--- src/rtl/fetch_unit_pkg.sv ---
// Shared fetch/decode control constants: next-PC select encodings, NOP word, reset vector.
package fetch_unit_pkg;
    typedef enum logic [1:0] {
        PC_REG    = 2'b00,
        PC_BRANCH = 2'b01,
        PC_SEQ    = 2'b10,
        PC_JUMP   = 2'b11
    } pcsel_e;

    localparam logic [31:0] DEFAULT_RESET_PC = 32'h4000_0000;
    localparam logic [31:0] NOP_WORD         = 32'h0000_0000;
endpackage

--- src/rtl/fetch_unit_if.sv ---
// Fetch unit bus bundle: decode control in, instruction memory port, decode-facing outputs.
interface fetch_unit_if;
    logic        stall;
    logic [1:0]  pcsel;
    logic [31:0] branch_target;
    logic [31:0] reg_target;
    logic [31:0] imem_addr;
    logic [31:0] imem_dout;
    logic [31:0] instr;
    logic [31:0] instr_old;
    logic [31:0] pc;
    logic [31:0] pc_plus4;
    logic        valid;
    logic [31:0] instr_count;

    modport master (
        output stall, pcsel, branch_target, reg_target, imem_dout,
        input  imem_addr, instr, instr_old, pc, pc_plus4, valid, instr_count
    );

    modport slave (
        input  stall, pcsel, branch_target, reg_target, imem_dout,
        output imem_addr, instr, instr_old, pc, pc_plus4, valid, instr_count
    );
endinterface

--- src/rtl/fetch_unit_next_pc_mux.sv ---
// Combinational next-PC select; result is always word aligned.
module next_pc_mux
    import fetch_unit_pkg::*;
(
    input  logic [1:0]  pcsel,
    input  logic [31:0] pc_plus4,
    input  logic [25:0] instr_index,
    input  logic [31:0] branch_target,
    input  logic [31:0] reg_target,
    output logic [31:0] npc
);
    logic [31:0] raw;

    always_comb begin
        raw = pc_plus4;
        case (pcsel_e'(pcsel))
            PC_SEQ:    raw = pc_plus4;
            PC_BRANCH: raw = branch_target;
            PC_JUMP:   raw = {pc_plus4[31:28], instr_index, 2'b00};
            PC_REG:    raw = reg_target;
            default:   raw = pc_plus4;
        endcase
    end

    assign npc = {raw[31:2], 2'b00};
endmodule

--- src/rtl/fetch_unit.sv ---
// Instruction fetch: drives a 1-cycle-latency imem, presents instr/pc to decode with no delay slot.
module fetch_unit
    import fetch_unit_pkg::*;
#(
    parameter logic [31:0] RESET_PC = DEFAULT_RESET_PC,
    parameter logic [31:0] NOP      = NOP_WORD
) (
    input  logic       clk,
    input  logic       rst,
    fetch_unit_if.slave fif
);
    localparam logic [31:0] RESET_ADDR = {RESET_PC[31:2], 2'b00};

    logic [31:0] pc_q, instr_old_q, count_q;
    logic        valid_q;
    logic [31:0] npc, instr_w, pc_plus4_w;
    logic        advance;

    assign pc_plus4_w = pc_q + 32'd4;
    assign instr_w    = valid_q ? fif.imem_dout : NOP;
    assign advance    = valid_q & ~fif.stall & ~rst;

    next_pc_mux u_mux (
        .pcsel         (fif.pcsel),
        .pc_plus4      (pc_plus4_w),
        .instr_index   (instr_w[25:0]),
        .branch_target (fif.branch_target),
        .reg_target    (fif.reg_target),
        .npc           (npc)
    );

    // Presenting the redirect target in the same cycle is what removes the delay slot;
    // re-presenting pc_q on a hold makes the memory return the same word again.
    assign fif.imem_addr = rst ? RESET_ADDR : (advance ? npc : pc_q);

    always_ff @(posedge clk) begin
        if (rst) begin
            pc_q        <= RESET_ADDR;
            instr_old_q <= NOP;
            count_q     <= '0;
            valid_q     <= 1'b0;
        end else begin
            valid_q <= 1'b1;
            if (advance) begin
                pc_q        <= npc;
                instr_old_q <= instr_w;
                count_q     <= count_q + 32'd1;
            end
        end
    end

    assign fif.instr       = instr_w;
    assign fif.instr_old   = instr_old_q;
    assign fif.pc          = pc_q;
    assign fif.pc_plus4    = pc_plus4_w;
    assign fif.valid       = valid_q;
    assign fif.instr_count = count_q;
endmodule

--- src/flat_wrapper.sv ---
// flat-port wrapper written by rule: the top's interface ports become plain ports
module fetch_unit_flat import fetch_unit_pkg::*;
#(
    parameter logic [31:0] RESET_PC = DEFAULT_RESET_PC,
    parameter logic [31:0] NOP      = NOP_WORD
)
  (clk, rst, fif_stall, fif_pcsel, fif_branch_target, fif_reg_target, fif_imem_dout, fif_imem_addr, fif_instr, fif_instr_old, fif_pc, fif_pc_plus4, fif_valid, fif_instr_count);
  fetch_unit_if fif_i ();
  input  logic clk;
  input  logic rst;
  input wire logic [$bits(fif_i.stall)-1:0] fif_stall;
  input wire logic [$bits(fif_i.pcsel)-1:0] fif_pcsel;
  input wire logic [$bits(fif_i.branch_target)-1:0] fif_branch_target;
  input wire logic [$bits(fif_i.reg_target)-1:0] fif_reg_target;
  input wire logic [$bits(fif_i.imem_dout)-1:0] fif_imem_dout;
  output wire logic [$bits(fif_i.imem_addr)-1:0] fif_imem_addr;
  output wire logic [$bits(fif_i.instr)-1:0] fif_instr;
  output wire logic [$bits(fif_i.instr_old)-1:0] fif_instr_old;
  output wire logic [$bits(fif_i.pc)-1:0] fif_pc;
  output wire logic [$bits(fif_i.pc_plus4)-1:0] fif_pc_plus4;
  output wire logic [$bits(fif_i.valid)-1:0] fif_valid;
  output wire logic [$bits(fif_i.instr_count)-1:0] fif_instr_count;
  assign fif_i.stall = fif_stall;
  assign fif_i.pcsel = fif_pcsel;
  assign fif_i.branch_target = fif_branch_target;
  assign fif_i.reg_target = fif_reg_target;
  assign fif_i.imem_dout = fif_imem_dout;
  assign fif_imem_addr = fif_i.imem_addr;
  assign fif_instr = fif_i.instr;
  assign fif_instr_old = fif_i.instr_old;
  assign fif_pc = fif_i.pc;
  assign fif_pc_plus4 = fif_i.pc_plus4;
  assign fif_valid = fif_i.valid;
  assign fif_instr_count = fif_i.instr_count;
  fetch_unit #(.RESET_PC(RESET_PC), .NOP(NOP)) u_core (.clk(clk), .rst(rst), .fif(fif_i));
endmodule
--- config.mk ---
export PLATFORM = sky130hd
export DESIGN_NAME = fetch_unit_flat
export DESIGN_NICKNAME = d
export VERILOG_FILES = /design/src/rtl/fetch_unit_pkg.sv /design/src/rtl/fetch_unit_if.sv /design/src/rtl/fetch_unit_next_pc_mux.sv /design/src/rtl/fetch_unit.sv /design/src/flat_wrapper.sv
export SDC_FILE = /design/constraint.sdc
export NUM_CORES = 1
export LEC_CHECK = 0
export CORE_ASPECT_RATIO = 1.25
export CORE_MARGIN = 4
export CORE_UTILIZATION = 36
export CTS_BUF_LIST = sky130_fd_sc_hd__clkbuf_16
export CTS_CLUSTER_DIAMETER = 50
export CTS_CLUSTER_SIZE = 25
export DETAILED_ROUTE_END_ITERATION = 10
export PLACE_DENSITY = 0.85
export SLEW_MARGIN = 10
export SYNTH_ARGS = -nofsm -noshare
export SYNTH_HDL_FRONTEND = slang
export SYNTH_SLANG_ARGS = --single-unit
--- constraint.sdc ---
create_clock -name clk -period 2.4 [get_ports clk]
set_clock_uncertainty 0.2 [all_clocks]
set_input_delay 0.36 -clock clk [delete_from_list [all_inputs] [get_ports clk]]
set_output_delay 0.36 -clock clk [all_outputs]
set_load 0.01 [all_outputs]
==> results.md <==
- Worst R2R Start: u_core.fif.valid$_DFF_P_
- CP max stage delay: 0.38 ns
- Initial Utilization: 36.8%
- Core footprint: 15000 um^2
- Overflow after GRT: 0
- Slew margin rel.: about 47%
- Routed WL: 32.0 mm
- Via density: 5.74
- Hold path startpoint: rst
- Synth Register Bits: 97
- Max-slew violations: 0
- Hold Path Stages: 5
- Hold Vio Cnt, Final: 0
- Net count, final: 1307
- Top cells by area, synth: dfxtp_1 35%, nand2_1 7.6%, a21oi_1 5.9%, xor2_1 4.3%, and2_1 4.2%
- Final Power: 4.56 mW
- Placed wire-length estimate: approximately 21 mm
- Row cnt: 50
- Total CTS buffers: 9
- First drt pass iteration count: 5
- Worst VDD drop: 0.394 mV
- Crit-path cells: buf_12 > and4_4 > nand4_1 > buf_4 > nor3b_4 > buf_4 > nand3b_1 > a31oi_4 > buf_6
- Clock-pin slew on the worst setup and hold paths: 0.07 ns
- Cell Pwr Density: 385 nW/um^2
- Clock tree sinks: 97
- Ys async rst share: 0%
- Placer Congestion: 0.968
- Largest net degree at the start of global routing: 31
- Post-synthesis cell type count: 58
- Post-synthesis net count: 811
- Main flop type after synthesis: dfxtp_1
- Final period utilization: 120%
- Final Instance Count excl. Fillers: between 1000 and 1500
- Fmax: 0.349 GHz
- Reg2Reg Depth: 7
- Total number of vias: 7980
- Worst-path fanout max: 4
- Synthesized instance count: between 700 and 800
- Worst Path Required: 1.84 ns
- Sequential fraction of the synthesis area: 35.1%
- Failing checks: setup timing
- Final setup viols: 53
- Die footprint: about 17000 um^2
- Leak Pwr: 5.30 nW
- Min-Delay Endpoint: u_core.fif.pc[13]$_DFF_P_
- Die W: roughly 120 um
- Post-synth EDFFs: 0
- Vias in the first global route: 7954
- Worst setup margin: -0.468 ns
- Yosys top cell by area: dfxtp_1
- Dpl ws: -0.639 ns
- Mean Syn Cell Area: around 8 um^2
- Worst Setup Path Type: register to output port
- Slew @ Worst Pin: 0.784 ns
- Critical Path AT: 2.31 ns
- Fin area: 11900 um^2
- Clock buffer depth: 2
- Layout Utilization: 79.0%
- Status: complete, but fails checks
- Setup tns final: -13.69 ns
- # IOs: 294
- Total of max-cap violations: 0
- Dpl cells: 1293
- First-pass GRT wire length: 44.3 mm
- Placed cell area: a little under 10000 um^2
- Wirelength per Cell: 23.0 um
- Layout area overhead: 115%
- RR Endpoint: u_core.fif.instr_count[30]$_SDFFE_PP0P_
- Die height: 147 um
- Hold slack: 0.223 ns
- CP max stage cell: dfxtp_4
- I/O Buffers: 289
- Final ANT Viol Nets: 0
- Ant diodes: 0
- Root buf cell: clkbuf_16
- Element type at the critical path start: register
- Hold Path Class: input pin to register
- Tmin final: 2.87 ns
- Layout cell share with drive strength beyond 1: 43.9%
- Mapped cell area: 5530 um^2
- Register-to-register path setup slack: roughly 0.06 ns
- CP Capture Type: output port
- Cell mode on critical path: buf_4
- Synth warn: 0
- Clk Latency, worst-skew pair: 0.37 ns
- Unrepaired setup endpoints after global routing: true
- DR iter-0 viols: 781
- Gr usage total: roughly 33%
- CTS H-Tree Depth: 3
- Antenna violations before repair: 1
- Synth top area share: 35.1%
- CTS tree: yes
- Residual DRC: 0
-- repair_timing --
item	CTS	global route
resized for setup	412	162
pin swaps	70	66
endpoints found under the setup margin	85	74
hold buffers	0	0
cloned	2	0
hold endpoints to repair	0	0
buffers inserted	51	46
-- cells by family (layout without fill, tap and decap cells) --
logic type | count (synthesis) | after routing | share of synthesized area, %
compound gates | 148 | 148 | 16.1
xor+xnor | 50 | 50 | 7.92
fa+ha+maj | 2 | 2 | 0.453
buf+inv | 65 | 565 | 4.84
flops | 97 | 97 | 35.1
mux | 31 | 31 | 6.90
simple gates | 315 | 315 | 28.7
-- routing by layer --
metal / up-vias / wire length [um] / track usage [%]
met5: - / 9 / 0
met4: 2 / 2740 / 19.4
met3: 181 / 2790 / 7.83
met2: 559 / 15600 / 58.0
met1: 3761 / 10800 / 34.5
li1: 3477 / - / -
-- cells in the mapped netlist (6+ instances only) --
cell,number
nor2_1,50
nor4_1,6
nand4_1,20
mux2i_1,10
inv_1,10
o21ai_0,27
and3_1,12
dfxtp_1,97
o22ai_1,16
clkbuf_1,41
nor3_1,15
mux2_2,17
buf_1,9
nand2_1,112
a211oi_1,6
or3_1,6
a21oi_1,65
and4_1,8
xor2_1,27
xnor2_1,23
nand3_1,29
and2_1,37
-- cells in the final DEF (no fill, tap or decap), types with 7 or more instances in the layout --
master	count
buf_4	191
dfxtp_1	78
and2_4	10
buf_6	63
buf_2	47
clkdlybuf4s50_1	203
clkbuf_16	9
inv_1	8
nand3_1	17
nand3_4	8
nor2_4	7
nand4_1	20
mux2_2	17
dlymetal6s2s_1	18
and3_1	10
o22ai_1	8
xor2_1	23
xnor2_2	14
a21oi_1	45
nor2_1	40
dfxtp_2	13
mux2i_1	10
nor4_4	8
nand2_1	99
o21ai_0	15
xnor2_1	7
and2_1	27
a21oi_2	18
-- sequential cells by signal, summed over array words and instances (netlist names) --
name / flops
u_core.fif.pc: 32
u_core.fif.valid: 1
u_core.fif.instr_count: 32
u_core.fif.instr_old: 32
-- worst max path at each step --
stage	start	slack, ns	cells past startpoint	end
2_1_floorplan	u_core.fif.pc[5]$_DFF_P_	-0.10	7	fif_imem_addr[27]
3_3_place_gp	fif_stall	-0.63	7	fif_imem_addr[29]
3_5_place_dp	fif_stall	-0.64	7	fif_imem_addr[29]
4_1_cts	u_core.fif.pc[3]$_DFF_P_	-0.43	8	fif_imem_addr[22]
5_1_grt	u_core.fif.pc[3]$_DFF_P_	-0.58	10	fif_imem_addr[25]
6_report	u_core.fif.pc[3]$_DFF_P_	-0.47	9	fif_imem_addr[29]
-- worst max-delay path: cells and delay by family, from the launching register on --
| family | cells | cell delay [ns] |
|---|---|---|
| simple gates | 4 | 0.80 |
| buf+inv | 4 | 0.65 |
| flops | 1 | 0.38 |
| compound gates | 1 | 0.13 |
-- layout make-up --
cell class	count	area [um^2]
sequential	97	1980
inverter	10	40.0
timing repair buffer	540	4900
fill	870	3150
tap	182	228
clock buffer	9	225
multi-input combinational	546	4430
clock inverter	6	58.8
-- report_power, final --
group | switching [mW] | total [mW] | leakage, nW | internal, mW
Sequential | 0.0499 | 1.72 | 0.799 | 1.67
Combinational | 0.655 | 1.38 | 4.37 | 0.724
Clock | 0.672 | 1.47 | 0.137 | 0.798
Total | 1.38 | 4.56 | 5.30 | 3.19
No activity file was read; power rests on OpenSTA's default activity.
==> variant (same settings) <==
Make the reset (`rst`) asynchronous in one clocked block.
--- a/src/rtl/fetch_unit.sv
+++ b/src/rtl/fetch_unit.sv
@@ -33,7 +33,7 @@
     // re-presenting pc_q on a hold makes the memory return the same word again.
     assign fif.imem_addr = rst ? RESET_ADDR : (advance ? npc : pc_q);
 
-    always_ff @(posedge clk) begin
+    always_ff @(posedge clk or posedge rst) begin
         if (rst) begin
             pc_q        <= RESET_ADDR;
             instr_old_q <= NOP;
Function: differs if rst is asserted again (counterexample within 4 cycles, from zero or initial values and one cycle with rst high); with rst held inactive, the same outputs for 10 cycles.
==> variant against the original RTL <==
The run still ends with setup timing left. Routed wire length up 13%. Design area up 7.4%. Area after synthesis up 8.9%. Worst setup slack worse by 210 ps. Sequential cell count unchanged. Highest routed layer unchanged. Non-clock buffer count up 45.
Power is not compared: it rests on default switching activity, and its combinational part moved more than twofold at a synthesized area within 25%.
==> variant: results (changes against the original RTL) <==
detailed_routing:
  drtPass1Iterations: 5  # unchanged
  drc: 0  # unchanged
  vias_per_cell: 5.84  # +1.7%
  drt_iter0_drc: 782  # +0.13%
  vias: 8524  # +6.8%
  wl_um: 36200  # +13%
outcome:
  violations: "setup timing"
  outcome: "finished, violations left"
worst_setup_path:
  crit_family: "simple AND/OR/NAND/NOR gates"
  crit_slowest_cell: "or4_4"
  crit_path_max_fanout: 3  # -1
  cpPeakStageDelay_ps: 580  # +200 ps
  rr_worst_depth: 14  # +7
yosys:
  ys.warnings.count: 0  # unchanged
  synthFlopType: "dfrtp_1"
  ys_top_cells_by_area: "dfrtp_1, nand2_1, and2_1"
  synth_cell_types: 66  # +14%
  syn-num-nets: 795  # -2.0%
  synth_async_sr_flop_share_pct: 100  # +100 points
  ys_seq_area_share_pct: 40.3  # +5.2 points
  syn_area_um2: 6020  # +8.9%
  ys_top_cells_by_count: "nand2_1, dfrtp_1, and2_1"
  syn_inst: 692  # -2.3%
placed_design:
  gp_congestion: 0.943  # -2.5%
  dpl.hpwl_um: 21100  # +1.3%
  io_buffers: 289  # unchanged
  dpl_cell_area_um2: 10600  # +8.4%
layout:
  drive_gt1_share_pct: 44.3  # +0.45 points
  layout.nets: 1341  # +2.6%
clocking:
  htree_num_levels: 3  # unchanged
  cts_buffer_depth: 2  # unchanged
  numCtsBuffers: 9  # unchanged
  root_buffer: "clkbuf_16"
  clk_latency_ps: 360
  cts.clk_slew.worst_paths_ps: 80
timing:
  setup_tns_ps: -24960  # -11270 ps
  setup_ws_ps: -682  # -214 ps
  setup_violations: 77  # +45%
  maxSlewHeadroom_pct: 64.7  # +18 points
global_route:
  antenna_found_initial: 2  # +1
  grt_pass1_vias: 8997  # +13%
  grt_max_degree: 39  # +26%
  grt_pass1_wl_um: 49500  # +12%
  track_usage_pct: 34.2  # +1.7 points
worst_hold_path:
  worstHoldPathCells: 2  # -3
  hp-class: "flip-flop to flip-flop"
power:
  p_leak_nw: 5.92
  peakVddDrop_mv: 0.304
==> variant: cell types whose count changed after synthesis, moves of 11 or more <==
cell	change
dfxtp_1	-97
dfrtp_1	+96
a21oi_1	-46
nand2_1	+31
o21ai_0	-22
and2_1	+19
clkbuf_1	-18
xnor2_1	+15
nor2_1	-14
buf_2	+11
o22ai_1	-11
==> variant: what timing repair did <==
action,CTS,global route
gates cloned,1,0
setup endpoints to repair,99,93
gates resized for setup,452,122
hold buffers,0,0
buffers inserted,87,37
pin swaps,74,60
==> variant: final timing paths <==
| path | start | end | slack (ps) |
|---|---|---|---|
| worst max-delay path | u_core.fif.pc[3] | fif_imem_addr[28] | -680 |
| worst min-delay path | u_core.fif.instr_old[25] | u_core.fif.instr_old[25] | 270 |
| min in group asynchronous | rst | u_core.fif.pc[4] | 430 |
| worst min register to register | u_core.fif.instr_old[25] | u_core.fif.instr_old[25] | 270 |
| max in group asynchronous | rst | u_core.fif.instr_old[25] | 880 |
| worst max register to register | u_core.fif.pc[3] | u_core.fif.pc[11] | -230 |
==> variant: routing by layer <==
metal,global-route usage [%],wire length [um],up-vias
met1,36.0,11800,4045
li1,-,-,3501
met3,10.2,3700,270
met4,25.3,3280,2
met2,56.4,17400,706
met5,0,13,-
==> variant: final cells by class <==
cell class	instances	area (um^2)
Sequential cell	97	2430
Antenna cell	1	2.50
Timing Repair Buffer	585	5350
Multi-Input combinational cell	538	4370
Inverter	7	28.8
Fill cell	914	3590
Clock buffer	9	225
Tap cell	216	270
Clock inverter	7	67.6
==> variant: report_power, final <==
group	internal [mW]	switching (mW)	total, mW	leakage (nW)
sequential	1.86	0.215	2.08	1.23
combinational	1.73	1.63	3.36	4.55
clock	0.810	0.725	1.54	0.143
==> variant: worst register-to-register path: cells and delay by family, from the launching register on <==
kind | cells | cell delay, ps
AO/OA/AOI/OAI | 2 | 210
AND/OR/NAND/NOR | 2 | 330
buffers and inverters | 10 | 1330
flip-flops | 1 | 450
==> variant: per-stage QoR <==
step	hold slack, ps	setup WS, ps
detailed placement	261	-802
global placement	257	-756
finish	274	-682
CTS	279	-601
global route	295	-741
floorplan	265	-192
==> variant: cells by family after synthesis <==
family | count (synthesis) | share of synthesized area, %
simple gates | 354 | 29.5
flops | 97 | 40.3
compound gates | 93 | 11.6
xor+xnor | 59 | 8.58
buf+inv | 57 | 4.01
mux | 29 | 5.47
fa+ha+maj | 2 | 0.416
other cells | 1 | 0.0623
